### config.mk
export PLATFORM = sky130hd
export DESIGN_NAME = voice_alloc
export DESIGN_NICKNAME = d
export VERILOG_FILES = /design/src/rtl/voice_alloc_pkg.sv /design/src/rtl/bitcount.sv /design/src/rtl/voice_lru.sv /design/src/rtl/voice_alloc.sv
export SDC_FILE = /design/constraint.sdc
export NUM_CORES = 1
export LEC_CHECK = 0
export BUFFER_PORTS_ARGS = -buffer_cell sky130_fd_sc_hd__buf_2
export CELL_PAD_IN_SITES_DETAIL_PLACEMENT = 0
export CELL_PAD_IN_SITES_GLOBAL_PLACEMENT = 1
export CORE_MARGIN = 3
export CORE_UTILIZATION = 40
export DETAILED_ROUTE_END_ITERATION = 7
export PLACE_DENSITY_LB_ADDON = 0.1
export SLEW_MARGIN = 20
export SYNTH_ARGS = -nofsm -noshare
export SYNTH_HDL_FRONTEND = slang
export SYNTH_SLANG_ARGS = --single-unit
export TNS_END_PERCENT = 10
### constraint.sdc
create_clock -name clk_i -period 3.9 [get_ports clk_i]
set_input_delay 0 -clock clk_i [delete_from_list [all_inputs] [get_ports clk_i]]
set_output_delay 0 -clock clk_i [all_outputs]
set_load 0.01 [all_outputs]
### src/rtl/voice_alloc_pkg.sv
// Shared definitions for the voice allocator slice.
// Holds the system-wide defaults for voice count and MIDI payload width, and the
// per-cycle note-on decision type used by the allocator.
// Build option: define VOICE_ALLOC_STEAL_EN to steal the oldest voice when all are busy;
// leave it undefined to drop the note-on and raise the sticky dropped_o flag instead.
package voice_alloc_pkg;

  localparam int unsigned OSC_VOICES        = 7;
  localparam int unsigned MIDI_PAYLOAD_BITS = 7;

  // Outcome of a note-on request in the current cycle.
  typedef enum logic [2:0] {
    OnNone,
    OnRetrig,
    OnAlloc,
    OnSteal,
    OnDrop
  } onAction_e;

endpackage

### src/rtl/bitcount.sv
// Population count of a bit vector.
// Ports:
//   bits_i  : input vector
//   count_o : number of set bits in bits_i
module bitcount #(
  parameter int unsigned WIDTH  = 8,
  parameter int unsigned CNT_BW = $clog2(WIDTH + 1)
) (
  input  logic [WIDTH-1:0]  bits_i,
  output logic [CNT_BW-1:0] count_o
);

  always_comb begin
    count_o = '0;
    for (int i = 0; i < WIDTH; i++) begin
      count_o = count_o + CNT_BW'(bits_i[i]);
    end
  end

endmodule

### src/rtl/voice_lru.sv
// LRU rank keeper for the voice allocator.
// Ranks are a permutation of 0..VOICES-1; rank 0 is the most recently assigned voice.
// Ports:
//   clk_i, nrst_i : clock, asynchronous active-low reset (rank of voice v resets to v)
//   assignStrb_i  : move assignIdx_i to rank 0 this cycle
//   assignIdx_i   : voice being assigned
//   oldestIdx_o   : voice currently holding rank VOICES-1
module voice_lru
  import voice_alloc_pkg::*;
#(
  parameter int unsigned VOICES = OSC_VOICES,
  parameter int unsigned IDX_BW = $clog2(VOICES)
) (
  input  logic              clk_i,
  input  logic              nrst_i,
  input  logic              assignStrb_i,
  input  logic [IDX_BW-1:0] assignIdx_i,
  output logic [IDX_BW-1:0] oldestIdx_o
);

  logic [IDX_BW-1:0] rank_q [VOICES];
  logic [IDX_BW-1:0] rank_d [VOICES];

  // Voices younger than the one being assigned age by one; that keeps the permutation.
  always_comb begin
    rank_d = rank_q;
    if (assignStrb_i) begin
      for (int v = 0; v < VOICES; v++) begin
        if (IDX_BW'(v) == assignIdx_i) begin
          rank_d[v] = '0;
        end else if (rank_q[v] < rank_q[assignIdx_i]) begin
          rank_d[v] = rank_q[v] + 1'b1;
        end
      end
    end
  end

  always_comb begin
    oldestIdx_o = '0;
    for (int v = 0; v < VOICES; v++) begin
      if (rank_q[v] == IDX_BW'(VOICES - 1)) oldestIdx_o = IDX_BW'(v);
    end
  end

  always_ff @(posedge clk_i or negedge nrst_i) begin
    if (!nrst_i) begin
      for (int v = 0; v < VOICES; v++) rank_q[v] <= IDX_BW'(v);
    end else begin
      rank_q <= rank_d;
    end
  end

endmodule

### src/rtl/voice_alloc.sv
// Polyphonic voice allocator.
// Assigns note-on requests to free voices (lowest index first), retriggers a voice already
// sounding the same note, releases on note-off, and tracks LRU age for voice stealing.
// Build option VOICE_ALLOC_STEAL_EN: when defined a note-on with all voices busy steals the
// oldest voice; when undefined it is dropped and the sticky dropped_o output is set
// (cleared by allOff_i or reset). dropped_o only exists in the non-stealing build.
// Ports:
//   clk_i, nrst_i    : clock, asynchronous active-low reset
//   note_i           : note number qualified by either strobe
//   noteOnStrb_i     : note-on request (ignored when noteOffStrb_i is also high)
//   noteOffStrb_i    : note-off request
//   allOff_i         : synchronous release of all voices
//   voiceNote_o      : flattened per-voice note, voice v at [v*NOTE_BW +: NOTE_BW]
//   voiceGate_o      : per-voice gate
//   retrigStrb_o     : one-cycle pulse on the voice just (re)assigned
//   activeCnt_o      : number of gated voices
//   busy_o           : all voices gated
//   dropped_o        : sticky "note-on was dropped" flag (non-stealing build only)
module voice_alloc
  import voice_alloc_pkg::*;
#(
  parameter int unsigned VOICES  = OSC_VOICES,
  parameter int unsigned NOTE_BW = MIDI_PAYLOAD_BITS,
  parameter int unsigned CNT_BW  = $clog2(VOICES + 1),
  parameter int unsigned IDX_BW  = $clog2(VOICES)
) (
  input  logic                      clk_i,
  input  logic                      nrst_i,
  input  logic [NOTE_BW-1:0]        note_i,
  input  logic                      noteOnStrb_i,
  input  logic                      noteOffStrb_i,
  input  logic                      allOff_i,
  output logic [VOICES*NOTE_BW-1:0] voiceNote_o,
  output logic [VOICES-1:0]         voiceGate_o,
  output logic [VOICES-1:0]         retrigStrb_o,
  output logic [CNT_BW-1:0]         activeCnt_o,
  output logic                      busy_o
`ifdef VOICE_ALLOC_STEAL_EN
`else
  ,
  output logic                      dropped_o
`endif
);

  logic [NOTE_BW-1:0] note_q [VOICES];
  logic [NOTE_BW-1:0] note_d [VOICES];
  logic [VOICES-1:0]  gate_q, gate_d;
  logic [VOICES-1:0]  retrig_q, retrig_d;
  logic [VOICES-1:0]  matchVec;
  logic [IDX_BW-1:0]  hitIdx, freeIdx, oldestIdx, tgtIdx;
  logic               hit, freeAvail, lruStrb;
  onAction_e          onAct;

`ifdef VOICE_ALLOC_STEAL_EN
`else
  logic dropped_q, dropped_d;
  logic unusedOldest;
  assign unusedOldest = ^oldestIdx;
`endif

  // Lowest-index gated voice holding note_i, and lowest-index free voice.
  always_comb begin
    hitIdx  = '0;
    freeIdx = '0;
    for (int v = 0; v < VOICES; v++) begin
      matchVec[v] = gate_q[v] && (note_q[v] == note_i);
    end
    for (int v = VOICES - 1; v >= 0; v--) begin
      if (matchVec[v]) hitIdx = IDX_BW'(v);
      if (!gate_q[v])  freeIdx = IDX_BW'(v);
    end
    hit       = |matchVec;
    freeAvail = ~&gate_q;
  end

  // Note-on decision; allOff and note-off take precedence.
  always_comb begin
    onAct  = OnNone;
    tgtIdx = '0;
    if (noteOnStrb_i && !noteOffStrb_i && !allOff_i) begin
      if (hit) begin
        onAct  = OnRetrig;
        tgtIdx = hitIdx;
      end else if (freeAvail) begin
        onAct  = OnAlloc;
        tgtIdx = freeIdx;
      end else begin
`ifdef VOICE_ALLOC_STEAL_EN
        onAct  = OnSteal;
        tgtIdx = oldestIdx;
`else
        onAct  = OnDrop;
`endif
      end
    end
  end

  always_comb begin
    note_d   = note_q;
    gate_d   = gate_q;
    retrig_d = '0;
    lruStrb  = 1'b0;
`ifdef VOICE_ALLOC_STEAL_EN
`else
    dropped_d = dropped_q;
`endif
    if (allOff_i) begin
      gate_d = '0;
`ifdef VOICE_ALLOC_STEAL_EN
`else
      dropped_d = 1'b0;
`endif
    end else if (noteOffStrb_i) begin
      // Note is held so the release tail keeps its pitch.
      gate_d = gate_q & ~matchVec;
    end else begin
      case (onAct)
        OnRetrig: begin
          retrig_d[tgtIdx] = 1'b1;
          lruStrb          = 1'b1;
        end
        OnAlloc, OnSteal: begin
          note_d[tgtIdx]   = note_i;
          gate_d[tgtIdx]   = 1'b1;
          retrig_d[tgtIdx] = 1'b1;
          lruStrb          = 1'b1;
        end
        OnDrop: begin
`ifdef VOICE_ALLOC_STEAL_EN
`else
          dropped_d = 1'b1;
`endif
        end
        default: ;
      endcase
    end
  end

  always_ff @(posedge clk_i or negedge nrst_i) begin
    if (!nrst_i) begin
      for (int v = 0; v < VOICES; v++) note_q[v] <= '0;
      gate_q   <= '0;
      retrig_q <= '0;
`ifdef VOICE_ALLOC_STEAL_EN
`else
      dropped_q <= 1'b0;
`endif
    end else begin
      note_q   <= note_d;
      gate_q   <= gate_d;
      retrig_q <= retrig_d;
`ifdef VOICE_ALLOC_STEAL_EN
`else
      dropped_q <= dropped_d;
`endif
    end
  end

  voice_lru #(
    .VOICES (VOICES),
    .IDX_BW (IDX_BW)
  ) u_lru (
    .clk_i        (clk_i),
    .nrst_i       (nrst_i),
    .assignStrb_i (lruStrb),
    .assignIdx_i  (tgtIdx),
    .oldestIdx_o  (oldestIdx)
  );

  bitcount #(
    .WIDTH  (VOICES),
    .CNT_BW (CNT_BW)
  ) u_cnt (
    .bits_i  (gate_q),
    .count_o (activeCnt_o)
  );

  for (genvar v = 0; v < VOICES; v++) begin : g_note
    assign voiceNote_o[v*NOTE_BW +: NOTE_BW] = note_q[v];
  end

  assign voiceGate_o  = gate_q;
  assign retrigStrb_o = retrig_q;
  assign busy_o       = &gate_q;
`ifdef VOICE_ALLOC_STEAL_EN
`else
  assign dropped_o = dropped_q;
`endif

endmodule

Word level (Yosys, flattened, before mapping). Index checks and enable logic that the tools add are counted. W data, S select, Z words.

$add $sub $neg: 6. Magnitude comparators: 4. Equality and inequality tests: 12. Mux-type cells: 34. Bitwise logic cells: 6. Reductions and logical operators: 21.

Operators by type and width (number): $mux W3 (20); $bwmux W49 (1); $eq A7 B7 Y1 (7); $mux W7 (7); $demux W7 S3 (1); $add A3 B1 Y3 (5); $logic_and A1 B1 Y1 (11); $and A7 B7 Y7 (1); $not A7 Y7 (1); $or A7 B7 Y7 (1); $reduce_and A7 Y1 (1); $reduce_or A7 Y1 (1); $eq A3 B2 Y1 const B (2); $ge A4 B4 Y1 const B (1); $lt A3 B4 Y1 const B (1); $lt A4 B1 Y1 const B (1); $mux W1 (4); $not A3 Y4 (1); $demux W1 S3 (1); $eq A3 B1 Y1 const B (1); $eq A3 B3 Y1 const B (1); $ge A3 B1 Y1 const B (1); $reduce_and A3 Y1 (1); $reduce_bool A3 Y1 (1); other kinds (8) (10).

Bits in registers: 64. Output and inout bits: 68. Logic and storage cells: 93.

Depth between registers and ports, before layout. Gate-level depths: netlist of run 1.

Depth after elaboration: 19. Gate-level depth with buffers: 11. Depth with buffers taken out: 9.

Cells and area by module. From an unflattened synthesis of run 1, not the netlist that was laid out.

Cells, all modules: 291. Area total of the unflattened synthesis: 3539.6 um2.

By module, submodules not included: voice_alloc (instances 1, cells each 279, area each 3429.5 um2, seq. area each 1601.5 um2); bitcount (instances 1, cells each 12, area each 110.1 um2, seq. area each 0.0 um2).

Worst setup path after synthesis of run 1. OpenSTA, ideal clock, no wires.

Path kind: reg2reg. From: reg note_q, in the netlist voiceNote_o[5]. To: reg note_q, in the netlist voiceNote_o[42]. Setup time: 0.125 ns. Data arrival time: 2.544 ns. Required time: 3.775 ns. Slack: 1.231 ns. Cell stages (with the launch flop): 10. Buffers on the path: 2. Path through: dfrtp_1 > xnor2_1 > and2_1 > a32o_2 > nor4bb_1 > buf_4 > or3b_1 > buf_2 > nor2_2 > mux2_2.

Cells in the longest elaborated chain, start to end: 11.

RTL lines: start: declaration (line voice_alloc.sv:45) `logic [NOTE_BW-1:0] note_q [VOICES];`; start signal: assignment (line voice_alloc.sv:149) `note_q <= note_d;`; $eq A7 B7 Y1 * (line voice_alloc.sv:66) `matchVec[v] = gate_q[v] && (note_q[v] == note_i);`; $logic_and A1 B1 Y1 * (line voice_alloc.sv:66); $reduce_or A7 Y1 or $mux W3 (tied branches) (line voice_alloc.sv:72, voice_alloc.sv:69); $mux W3 (line voice_alloc.sv:81) `if (hit) begin`; $mux W3 (line voice_alloc.sv:80) `if (noteOnStrb_i && !noteOffStrb_i && !allOff_i) begin`; $not A3 Y4; $ge A4 B4 Y1 or $lt A4 B1 Y1 (tied branches); $logic_and A1 B1 Y1 (not written as such) (line voice_alloc.sv:123) `note_d[tgtIdx] = note_i;`; $mux W7 (not written as such) (line voice_alloc.sv:123); $demux W7 S3 (line voice_alloc.sv:123); $bwmux W49 (line voice_alloc.sv:123).

Mark *: on every way between the ends. The rest lies on a longest branch, timed or not. A chain may end at the register's enable or synchronous reset.

Final worst setup path of run 1.
From: reg note_q, in the netlist voiceNote_o[10]. To: reg note_q, in the netlist voiceNote_o[33].

Cells in the longest elaborated chain, start to end: 12.

RTL lines: $eq A7 B7 Y1 * (line voice_alloc.sv:66); $logic_and A1 B1 Y1 * (line voice_alloc.sv:66); $mux W3 (2 in series) (line voice_alloc.sv:69) `if (matchVec[v]) hitIdx = IDX_BW'(v);`; $mux W3 (line voice_alloc.sv:81); $mux W3 (line voice_alloc.sv:80); $not A3 Y4; $ge A4 B4 Y1 or $lt A4 B1 Y1 (tied branches); $logic_and A1 B1 Y1 (not written as such) (line voice_alloc.sv:123); $mux W7 (not written as such) (line voice_alloc.sv:123); $demux W7 S3 (line voice_alloc.sv:123); $bwmux W49 (line voice_alloc.sv:123).

Marked as above.

==> results of run 1 <==
power by group through the flow:
stage,Sequential [mW],Clock [mW],Combinational [mW]
final,0.733,0.660,0.216
after global routing,0.739,0.709,0.237
after CTS,0.734,0.679,0.220
after detailed placement,0.746,0,0.217
after global placement,0.745,0,0.217
after floorplan,0.759,0,0.124
stage by stage:
stage / instance area (µm²) / hold WS, ns
2_1_floorplan: 3641 / -0.2956
3_3_place_gp: 4025 / 0.01836
3_5_place_dp: 4025 / 0.02801
4_1_cts: 4274 / 0.08692
5_1_grt: 4274 / 0.1225
6_report: 4274 / 0.1009
final cells by class:
class                      instances  area, µm²
fill                             847       4489
multi-input combinational        201       1814
sequential                        64       1602
timing repair buffer              84      437.9
clock buffer                      10      137.6
tap                              108      135.1
clock inverter                     6      91.34
inverter                          15      56.30
flip-flops by register name, summed over array words and instances (netlist names):
register,cells
retrigStrb_o,7
voiceNote_o,49
voiceGate_o,7
dropped_o,1
kinds of logic after synthesis:
group	count (synthesis)
compound gates	28
flops	64
mux	49
simple gates	68
fa+ha+maj	6
buf+inv	37
xor+xnor	50
worst min-delay path by stage:
stage	endpoint	slack, ns	cells after the start
floorplan	dropped_o	-0.30	0
global placement	voiceNote_o[19]	0.02	1
detailed placement	voiceGate_o[2]	0.03	1
CTS	retrigStrb_o[3]	0.09	3
global route	retrigStrb_o[3]	0.12	3
finish	retrigStrb_o[3]	0.10	3
layer usage:
metal | vias to the layer above | part of all wire
li1 | 1202 | -
met1 | 1293 | 0.45
met2 | 64 | 0.49
met3 | 12 | 0.046
met4 | 0 | 0.016
met5 | - | 0
placed cells by master, fill, tap and decap left out, types with 5 or more instances in the layout:
| cell | synthesis | routed |
|---|---|---|
| buf_2 | 9 | 79 |
| dfrtp_1 | 64 | 64 |
| xor2_1 | 42 | 42 |
| mux2_2 | 35 | 35 |
| nor2_1 | 18 | 18 |
| inv_1 | 15 | 15 |
| mux2_4 | 14 | 14 |
| clkbuf_8 | 0 | 10 |
| xnor2_1 | 8 | 8 |
| nand4_1 | 7 | 7 |
| a21oi_1 | 6 | 6 |
| nand2_1 | 5 | 5 |
| nor4_2 | 5 | 5 |
| nor4_1 | 5 | 5 |
worst register-to-register path: stages, from the launching register on:
cell and delay [ns]:
dfrtp_1 0.41, xor2_1 0.15, nor4_1 0.71, a32o_2 0.30, nor4bb_1 0.07, buf_4 0.18
nor3b_2 0.19, or4_1 0.79, mux2_4 0.39
==> results.py, run 1 <==
metrics = {
    "timing": {
        "tightest_slew_ns": 0.7930,
        "skew_ns": 0.01030,
        "hold_viol": 0,
        "max_freq_mhz": 303.0,
        "slew_headroom": 0.4665,
        "setup_viol": 0,
        "drv_slew": 0,
        "worst_slack_ns": 0.5995,
        "grt_setup_unrepaired": "false",
        "min_period_ns": 3.301,
        "fin_setup_tns_ns": 0,
        "fin_crit_sh": 0.8463,
    },
    "logic_synthesis": {
        "yosys-top-cells-area": "dfrtp_1 (44%), mux2_2 (11%), xor2_1 (10%)",
        "muxShareOfSynthArea": 0.1660,
        "synth_top_family_by_area": "multiplexers",
        "synth_xor_area_frac": 0.1203,
        "synth_top_area_cell": "dfrtp_1",
        "synth.most_common_cell": "dfrtp_1",
        "synth_cell_types": 51,
        "yosys.area_share.simple": 0.1189,
        "syn_avg_cell_area_um2": 12.06,
        "synth-seq-cells": 64,
        "synth_common_cells": "dfrtp_1 (64), xor2_1 (42), mux2_2 (35)",
        "synth_top_cell_area_share": 0.4399,
        "netlist_instances": 302,
        "async_reset_ff_frac": 1.000,
        "yosysSeqAreaShare": 0.4399,
        "netlist_area_um2": 3641,
        "yosys_most_used_dff": "dfrtp_1",
        "synth_compound_area_frac": 0.06632,
        "synth-edff-count": 0,
        "synthAdderAreaFrac": 0.02680,
        "syn_nets": 320,
        "ys_warn_count": 0,
    },
    "outcome": {
        "status": "finished clean",
    },
    "final_layout": {
        "syn_to_final_growth_pct": 17.39,
        "fin_util": 0.4877,
        "stdcell_count": 488,
        "nets": 393,
        "num_antenna_cells": 0,
        "layout-drive-gt1-share": 0.4263,
    },
    "pwr": {
        "powerDensity_nw_per_um2": 376.5,
        "p_comb_frac": 0.134,
        "switching_share": 0.2717,
        "p_int_mw": 1.172,
        "power.share.sequential": 0.455,
        "p_leak_nw": 2.251,
        "clock_power_share": 0.410,
        "power.total_mw": 1.609,
        "p_sw_mw": 0.4372,
        "vdd_drop_max_mv": 0.2093,
    },
    "setup_path": {
        "crit_slowest_cell": "or4_1",
        "reg2reg_to": "voiceNote_o[33]",
        "cp-end-kind": "flip-flop",
        "worstSetupStartpoint": "voiceNote_o[10]",
        "endpoint": "voiceNote_o[33]",
        "max_stage_delay_ns": 0.79,
        "worstPathRequired_ns": 4.13,
        "path_buf_inv": 1,
        "path_delay_family": "simple AND/OR/NAND/NOR gates",
        "crit_type": "reg2reg",
        "cp_max_fo": 9,
        "rrSetupSlack_ns": 0.60,
        "worst_setup_path_start_kind": "flip-flop",
        "r2r_start": "voiceNote_o[10]",
        "reg2regPathDepth": 8,
        "cp_cell_sequence": "xor2_1 -> nor4_1 -> a32o_2 -> nor4bb_1 -> buf_4 -> nor3b_2 -> or4_1 -> mux2_4",
        "worst-path-stages": 8,
        "cp.arrival_ns": 3.53,
    },
    "clock_tree": {
        "cts_made_buffers": 9,
        "clock-sinks": 64,
        "cts_root_buf": "clkbuf_8",
        "cts_max_level": 3,
        "clk_latency_ns": 0.35,
        "cts_hold_buf": 2,
        "post_cts_buffers": 0,
        "clk_pin_slew_ns": 0.08,
        "cts_resized": 0,
        "cts_tree": "yes",
        "clockBufferDepth": 2,
    },
    "global_route": {
        "grt-busiest-layer": "met2",
        "antenna_found_initial": 0,
        "grt_util_all_layers": 0.1826,
        "grt_pass1_vias": 2551,
        "use_met1": 0.2381,
        "use_met3": 0.05441,
        "grt_max_degree": 42,
        "use_met2": 0.2963,
        "overflow": 0,
        "grt_first_pass_wirelength_um": 14160,
    },
    "detailed_routing": {
        "drt_wl_total_um": 8889,
        "drt-pass1-iter-count": 4,
        "drc": 0,
        "vias": 2571,
        "drt_iter0_markers": 98,
        "via_per_inst": 5.268,
        "ant_nets": 0,
        "wl_per_cell_um": 18.22,
    },
    "min_path": {
        "hp-class": "in2reg",
        "hold_start": "noteOnStrb_i",
    },
    "flow_run": {
        "cap_violations": 0,
    },
    "floorplanning": {
        "rows": 34,
        "coreArea_um2": 8763,
        "initial_core_util": 0.4155,
        "pin_count": 80,
        "die_y_um": 101.4,
        "die_x_um": 101.4,
        "dieArea_um2": 10280,
    },
    "place": {
        "dp_cells": 470,
        "gp_congestion": 0.7963,
        "portBuffers": 79,
        "dpl.hpwl_um": 6504,
        "pre_cts_ws_ns": 0.6840,
    },
}
No activity file was read; power rests on OpenSTA's default activity.
==> inputs of run 2 (changes only) <==
Settings changed: ABC_AREA set to 1, CORE_UTILIZATION 40 to 37.
Clock period 3.9 ns to 2.7 ns, I/O delays scaled along.
==> run 2 against run 1 <==
The run now ends with negative setup slack left. Non-clock buffer count is 19 higher. Clock skew is 0.0027 ns higher. Global-route usage is 0.88 points higher. Largest cell class unchanged. Highest routed layer unchanged.
==> results.py, run 2 <==
metrics = {
    "logic_synthesis": {
        "synth_top_area_cell": "dfrtp_1",
        "synth_cell_types": 33,
        "synth_xor_area_frac": 0.06901,
        "async_reset_ff_frac": 1.000,
        "yosysSeqAreaShare": 0.3943,
        "muxShareOfSynthArea": 0,
        "synth-edff-count": 0,
        "synth_common_cells": "nand2_1 (176), dfrtp_1 (64), inv_1 (47)",
        "yosys-top-cells-area": "dfrtp_1 (39%), nand2_1 (16%), xnor2_1 (5.8%)",
        "synth_top_family_by_area": "simple AND/OR/NAND/NOR gates",
        "synth-seq-cells": 64,
        "synthAdderAreaFrac": 0.02403,
        "syn_avg_cell_area_um2": 8.155,
        "netlist_area_um2": 4061,
        "synth.most_common_cell": "nand2_1",
        "yosys_most_used_dff": "dfrtp_1",
        "synth_top_cell_area_share": 0.3943,
        "synth_compound_area_frac": 0.04067,
        "syn_nets": 516,
        "yosys.area_share.simple": 0.3752,
        "netlist_instances": 498,
        "ys_warn_count": 0,
    },
    "outcome": {
        "status": "finished with violations",
        "violations": "negative setup slack",
    },
    "timing": {
        "min_period_ns": 2.885,
        "slew_headroom": 0.7304,
        "grt_setup_unrepaired": "true",
        "tightest_slew_ns": 0.4045,
        "fin_crit_sh": 1.069,
        "setup_viol": 2,
        "hold_viol": 0,
        "worst_slack_ns": -0.1853,
        "fin_setup_tns_ns": -0.3037,
        "drv_slew": 0,
        "skew_ns": 0.01301,
        "max_freq_mhz": 346.6,
    },
    "pwr": {
        "switching_share": 0.2815,
        "power.total_mw": 2.411,
        "p_sw_mw": 0.6787,
        "vdd_drop_max_mv": 0.2350,
        "clock_power_share": 0.382,
        "p_leak_nw": 2.628,
        "p_comb_frac": 0.173,
        "p_int_mw": 1.732,
        "power.share.sequential": 0.446,
        "powerDensity_nw_per_um2": 495.6,
    },
    "final_layout": {
        "nets": 610,
        "stdcell_count": 733,
        "final_cell_mix": "nand2_1 (176), buf_2 (79), dfrtp_1 (64), inv_1 (46), nand3_1 (30)",
        "syn_to_final_growth_pct": 19.78,
        "num_antenna_cells": 0,
        "largest_reg_flops": 49,
        "fin_util": 0.4629,
        "layout-drive-gt1-share": 0.2781,
        "layout.cells.most_common": "nand2_1",
    },
    "place": {
        "portBuffers": 79,
        "dp_cells": 710,
        "gp_congestion": 0.7899,
        "pre_cts_ws_ns": 0.1886,
        "dpl.hpwl_um": 8337,
    },
    "global_route": {
        "grt_util_all_layers": 0.1913,
        "overflow": 0,
        "grt_pass1_vias": 3462,
        "grt_max_degree": 32,
        "antenna_found_initial": 0,
        "grt_first_pass_wirelength_um": 18890,
    },
    "setup_path": {
        "worstPathRequired_ns": 2.70,
        "cp-end-kind": "primary output",
        "cp.arrival_ns": 2.89,
        "cp_max_fo": 2,
        "worst_setup_path_start_kind": "flip-flop",
        "crit_type": "reg2out",
    },
    "clock_tree": {
        "clockBufferDepth": 2,
        "clk_latency_ns": 0.35,
        "cts_root_buf": "clkbuf_8",
        "cts_made_buffers": 9,
        "clk_pin_slew_ns": 0.07,
        "cts_max_level": 3,
        "clock-sinks": 64,
        "cts_tree": "yes",
    },
    "detailed_routing": {
        "drt_wl_total_um": 11060,
        "wl_per_cell_um": 15.09,
        "drt-pass1-iter-count": 4,
        "via_per_inst": 4.748,
        "ant_nets": 0,
        "drc": 0,
        "vias": 3480,
        "drt_iter0_markers": 155,
    },
    "floorplanning": {
        "die_y_um": 110.8,
        "initial_core_util": 0.3865,
        "die_x_um": 110.8,
        "pin_count": 80,
        "coreArea_um2": 10510,
        "rows": 37,
        "dieArea_um2": 12270,
    },
    "min_path": {
        "hp-class": "in2reg",
    },
    "flow_run": {
        "cap_violations": 0,
    },
}
## run 2: layout make-up
| cell class | count | area, µm² |
|---|---|---|
| clock buffers | 13 | 148.9 |
| fillers | 1055 | 5644 |
| inverters | 55 | 209.0 |
| clock inverters | 3 | 65.06 |
| multi-input cells | 359 | 2069 |
| repair buffers | 103 | 600.6 |
| well taps | 136 | 170.2 |
| flip-flops and latches | 64 | 1602 |
## run 2: through the flow
stage	hold slack, ns	cell area, µm²
final	0.02046	4865
after global routing	0.02968	4865
after CTS	0.001656	4857
after detailed placement	-0.06467	4583
after global placement	-0.06714	4583
after floorplan	-0.2956	4061
## run 2: power groups by stage
stage / registers, mW / logic (mW) / clock network, mW
global placement: 1.09 / 0.412 / 0
CTS: 1.08 / 0.424 / 0.953
global route: 1.08 / 0.470 / 0.997
detailed placement: 1.09 / 0.416 / 0
finish: 1.07 / 0.416 / 0.920
floorplan: 1.12 / 0.236 / 0
## run 2: layer usage
layer | vias to the layer above | GRT usage | routed length, µm
li1 | 1764 | - | -
met1 | 1643 | 0.2570 | 5149
met2 | 63 | 0.3115 | 5310
met3 | 10 | 0.03275 | 430
met4 | 0 | 0.06650 | 171
met5 | - | 0 | 0
## run 2: final timing paths
check | start | depth (start not counted) | endpoint | slack [ns]
max | voiceGate_o[0] | 10 | activeCnt_o[1] | -0.19
min | note_i[6] | 3 | voiceNote_o[41] | 0.02
max reg2reg | voiceNote_o[11] | 12 | voiceNote_o[26] | 0.30
min reg2reg | dropped_o | 2 | dropped_o | 0.50
max in group asynchronous | nrst_i | 3 | voiceNote_o[16] | 1.89
min in group asynchronous | nrst_i | 2 | voiceGate_o[5] | 0.09
## run 2: cell families (layout without fill, tap and decap cells)
group | after synthesis | in the layout
AND/OR/NAND/NOR | 297 | 297
XOR/XNOR | 32 | 32
buffers and inverters | 75 | 174
AO/OA/AOI/OAI | 24 | 24
adder cells (fa/ha/maj) | 6 | 6
flip-flops | 64 | 64
## run 2: timing repair
| action | CTS | global route |
|---|---|---|
| pin swaps | 1 | 0 |
| endpoints found under the hold margin | 42 | 0 |
| hold buffers | 5 | 0 |
| setup endpoints to repair | 2 | 2 |
| gates resized for setup | 1 | 1 |
| setup buffers | 1 | 1 |
## run 2: worst max-delay path, cell delays in order (launching register included)
cell and delay, ns:
dfrtp_1 0.39, ha_1 0.30, inv_2 0.04, fa_1 0.49, fa_1 0.41, inv_1 0.06, ha_1 0.13, inv_1 0.05
fa_2 0.51, inv_1 0.03, buf_2 0.12
